## src/rtl/div_sequencer.sv

```systemverilog
// Multi-cycle restoring divider for the Execute stage: DIV/DIVU/REM/REMU,
// 32 iterations per normal op, single-cycle bypass for divide-by-zero and signed overflow.
module div_sequencer #(
   parameter int DATA_WIDTH = 32
) (
   input  logic                  clk,
   input  logic                  rst_n,
   input  logic                  start_E,
   input  logic [1:0]            div_op,
   input  logic [DATA_WIDTH-1:0] RD1,
   input  logic [DATA_WIDTH-1:0] RD2,
   input  logic                  flush_E,
   output logic [DATA_WIDTH-1:0] result,
   output logic                  done,
   output logic                  busy,
   output logic                  stall_E
);
   localparam int W = DATA_WIDTH;
   localparam logic [W-1:0] MIN_NEG = {1'b1, {(W-1){1'b0}}};

   typedef enum logic [1:0] {IDLE, CALC, DONE} state_t;

   state_t        r_state;
   logic [5:0]    r_cnt;
   logic          r_rem_op;
   logic          r_neg_q;
   logic          r_neg_r;
   logic [W-1:0]  r_div;
   logic [W-1:0]  r_quo;
   logic [W-1:0]  r_rem;
   logic [W-1:0]  r_result;

   logic          w_signed, w_neg_a, w_neg_b, w_start, w_div0, w_ovf, w_ge;
   logic [W-1:0]  w_abs_a, w_abs_b, w_spec_res, w_rem_nx, w_quo_nx, w_final;
   logic [W:0]    w_sh, w_diff;

   assign w_signed = ~div_op[0];
   assign w_neg_a  = w_signed & RD1[W-1];
   assign w_neg_b  = w_signed & RD2[W-1];
   assign w_abs_a  = w_neg_a ? -RD1 : RD1;
   assign w_abs_b  = w_neg_b ? -RD2 : RD2;
   assign w_start  = start_E & ~flush_E;
   assign w_div0   = (RD2 == '0);
   assign w_ovf    = w_signed && (RD1 == MIN_NEG) && (RD2 == '1);
   assign w_spec_res = w_div0 ? (div_op[1] ? RD1 : '1) : (div_op[1] ? '0 : MIN_NEG);

   // Partial remainder is always < divisor, so the borrow out of w_diff decides the quotient bit.
   assign w_sh     = {r_rem, r_quo[W-1]};
   assign w_diff   = w_sh - {1'b0, r_div};
   assign w_ge     = ~w_diff[W];
   assign w_rem_nx = w_ge ? w_diff[W-1:0] : w_sh[W-1:0];
   assign w_quo_nx = {r_quo[W-2:0], w_ge};
   assign w_final  = r_rem_op ? (r_neg_r ? -w_rem_nx : w_rem_nx)
                              : (r_neg_q ? -w_quo_nx : w_quo_nx);

   always_ff @(posedge clk or negedge rst_n) begin
      if (!rst_n) begin
         r_state  <= IDLE;
         r_cnt    <= '0;
         r_rem_op <= 1'b0;
         r_neg_q  <= 1'b0;
         r_neg_r  <= 1'b0;
         r_div    <= '0;
         r_quo    <= '0;
         r_rem    <= '0;
         r_result <= '0;
      end else begin
         case (r_state)
            IDLE: if (w_start) begin
               r_rem_op <= div_op[1];
               r_neg_q  <= w_neg_a ^ w_neg_b;
               r_neg_r  <= w_neg_a;
               r_div    <= w_abs_b;
               r_quo    <= w_abs_a;
               r_rem    <= '0;
               r_cnt    <= '0;
               if (w_div0 || w_ovf) begin
                  r_result <= w_spec_res;
                  r_state  <= DONE;
               end else begin
                  r_state  <= CALC;
               end
            end
            CALC: if (flush_E) begin
               r_state <= IDLE;
            end else begin
               r_rem <= w_rem_nx;
               r_quo <= w_quo_nx;
               r_cnt <= r_cnt + 6'd1;
               if (r_cnt == 6'd31) begin
                  r_result <= w_final;
                  r_state  <= DONE;
               end
            end
            DONE:    r_state <= IDLE;
            default: r_state <= IDLE;
         endcase
      end
   end

   assign result  = r_result;
   assign busy    = (r_state != IDLE);
   assign done    = (r_state == DONE) && !flush_E;
   // Gated by rst_n so a held start_E cannot stall the pipe during reset.
   assign stall_E = rst_n && (((r_state == IDLE) && w_start) || (r_state == CALC));
endmodule

```

## config.mk

```make
export PLATFORM = sky130hd
export DESIGN_NAME = div_sequencer
export DESIGN_NICKNAME = d
export VERILOG_FILES = /design/src/rtl/div_sequencer.sv
export SDC_FILE = /design/constraint.sdc
export NUM_CORES = 1
export LEC_CHECK = 0
export ABC_AREA = 1
export BUFFER_PORTS_ARGS = -buffer_cell sky130_fd_sc_hd__buf_4
export CAP_MARGIN = 20
export CORE_AREA = 8 8 151 153
export CTS_BUF_LIST = sky130_fd_sc_hd__clkbuf_2 sky130_fd_sc_hd__clkbuf_4 sky130_fd_sc_hd__clkbuf_8
export DETAILED_ROUTE_END_ITERATION = 10
export DIE_AREA = 0 0 159 161
export PLACE_DENSITY = 0.92
export REMOVE_ABC_BUFFERS = 1
export SETUP_SLACK_MARGIN = 0.1
export SLEW_MARGIN = 40
export SYNTH_ARGS = -nofsm -noshare
export SYNTH_HDL_FRONTEND = slang
export SYNTH_SLANG_ARGS = --single-unit
```

## constraint.sdc

```tcl
create_clock -name clk -period 4.85 [get_ports clk]
set_input_delay 0.485 -clock clk [delete_from_list [all_inputs] [get_ports clk]]
set_output_delay 0.485 -clock clk [all_outputs]
set_load 0.01 [all_outputs]
```

==> summary.txt <==
final setup skew: 0.0266 ns
detailed placer's ending HPWL: 31000 µm
DIE WIDTH: 159 µm
total count of hold-check failures in the final report: 0
total routed wirelength: 40600 µm
warnings from Yosys: 0
root buf cell: sky130_fd_sc_hd__clkbuf_8
critical path endpoint category: register
met2 routing resource usage after global routing: 0.507
clock input transition at the sequential cells of the worst setup and hold paths: 0.11 ns
flip-flop cell with the highest count after synthesis: sky130_fd_sc_hd__dfrtp_1
clock period minus final worst setup slack: 4.36 ns
depth of the CTS H-tree: 4
Top Ports: 105
Antenna Violating Nets Remaining: 0
Die Y-Extent: 161 µm
# Max-Cap Violations: 0
number of antenna cells inserted: 0
fraction of final layout cells with drive strength greater than 1: 0.0986
setup violators final: 0
sequential element share of the synthesized area: 0.275
Placer Congestion: 0.943
CP Max Fanout: 8
mean area per synthesized cell: 6.14 µm²
count of port buffers added during placement: 104
delay of the slowest critical-path stage: 0.41 ns
number of global-route vias before repair: 13500
Pre-Repair DR Iteration Count: 9
FF+latch count, synth: 139
total global routing track utilization: 0.311
CTS tree: built
DIE AREA: 25600 µm²
Core Region: 20600 µm²
Data required, critical path: 5.20 ns
startpoint class of the critical path: register
CP Data Arrival Time: 4.70 ns
number of enable flip-flop cells after synthesis: 0
Unique masters post-synth: 51
most common cell after layout, fill and taps aside: sky130_fd_sc_hd__nand2_1
Routed wire per std cell: 16.7 µm
GR met1 Demand/Resource: 0.398
largest buffer count on any clock path: 2
run status: finished clean
number of buffers created by CTS: 17
number of core rows: 53
GR Util met3: 0.0669
synthesis-to-finish area growth: 10.6%
worst slew margin relative to its limit: 0.464
number of cells produced by synthesis: 2065
total via count after detailed routing: 14200
maximum clock frequency: 230 MHz
count of routing violations after the opening detailed-route iteration: 1610
transition time of the tightest slew-check pin: 0.803 ns
RSZ-0062 raised after global routing: false
CTS sink cnt: 139
Sum Neg Setup Slack: 0 ns
pin count of the biggest net entering global routing: 79
Most common cell on crit path: sky130_fd_sc_hd__nand2_1
slowest stage cell, crit path: sky130_fd_sc_hd__fa_1
wire length of the first global-routing pass: 66000 µm
antenna violations before repair: 2
clock insertion delay at the later pin of the skew report: 0.47 ns
residual overflow from global routing: 0
highest-utilization routing layer at the global route stage: met2
post-detailed-route DRC marker count: 0
number of max-slew violations in the final report: 0
most frequent cells in the layout: sky130_fd_sc_hd__nand2_1, sky130_fd_sc_hd__inv_1, sky130_fd_sc_hd__nor2_1
final period utilization: 0.898
number of nets in the layout: 2246
worst hold path type: primary input to async pin
critical setup path kind: register to register
initial core utilization: 0.616
cell area after synthesis: 12700 µm²
via/cell ratio: 5.86
share of synthesized flip-flops with an asynchronous set or reset: 1.00
## layer usage
layer / vias to the layer above / wire length [µm]
li1: 6837 / -
met1: 6510 / 16800
met2: 750 / 18600
met3: 111 / 3820
met4: 0 / 1380
met5: - / 0
## sequential cells by signal, summed over array words and instances, names as in the netlist
name and count:
r_cnt 6, r_div 32, r_neg_q 1, r_neg_r 1, r_quo 32, r_rem 32
r_rem_op 1, r_state 2, result 32
## worst paths after layout
path                             from          to  slack [ns]  cells past startpoint
setup / recovery            r_quo[31]  result[30]        0.49                     28
hold / removal                  rst_n    r_div[5]        0.03                      1
setup reg to reg            r_quo[31]  result[30]        0.49                     28
hold reg to reg            result[29]  result[29]        0.49                      2
max in group asynchronous       rst_n  result[29]        3.68                      2
min in group clk               RD1[8]   result[8]        0.32                      3
## through the flow
step           setup slack, ns  cells  hold slack [ns]  area [µm²]  utilization
5_1_grt                 0.0411   2425           0.0974       14000        0.681
3_5_place_dp             0.440   2390            0.468       13600        0.660
6_report                 0.494   2425           0.0258       14000        0.681
3_3_place_gp             0.600   2390            0.465       13600        0.660
2_1_floorplan           -0.673   1997            0.189       12300            -
4_1_cts                  0.399   2422           0.0633       14000        0.679
## repair_timing
item,in CTS,in global routing
endpoints found under the setup margin,0,4
hold buffers,0,0
buffers inserted,0,3
resized for setup,0,6
## worst max-delay path, delay by kind of cell, from the launching register on
| kind | cells | cell delay (ns) |
|---|---|---|
| AOI/OAI and AO/OA | 4 | 0.73 |
| adders and majority gates | 3 | 0.80 |
| buffers and inverters | 2 | 0.18 |
| DFF | 1 | 0.35 |
| and+or+nand+nor | 19 | 2.19 |
## cell families after synthesis
group,Yosys count,synth area share
adder cells (fa/ha/maj),39,0.0391
buffers and inverters,347,0.110
AND/OR/NAND/NOR,1112,0.372
AO/OA/AOI/OAI,368,0.163
flip-flops,139,0.275
XOR/XNOR,60,0.0415
## area by class of cell
cell class	count	area [µm²]
tap	275	344
sequential	139	3480
multi-input combinational	1579	7830
fill	1862	6550
clock inverter	13	129
inverter	279	1050
clock buffer	19	262
timing repair buffer	121	916
## Yosys cell counts (all sizes together) (3+ instances only)
cell type  count  area, µm²
a21o           5       37.5
a21oi         94        493
a31oi         10       62.6
and2           3       20.0
buf           23        179
clkbuf        45        169
clkinv         5       18.8
dfrtp        139       3480
ha            38        475
inv          274       1030
nand2        669       2600
nand3        137        721
nand3b         5       37.5
nand4         29        181
nor2         220        861
nor3          36        205
nor4          11       68.8
o211ai        15        113
o21ai        185        930
o21bai         5       37.5
o221ai        15        131
o22ai         29        181
o31ai          5       37.5
xnor2         23        201
xor2          37        324
Power is left out: the tool's default activity adds up to more than one toggle a clock period on the data nets, which glitch-free logic cannot reach.
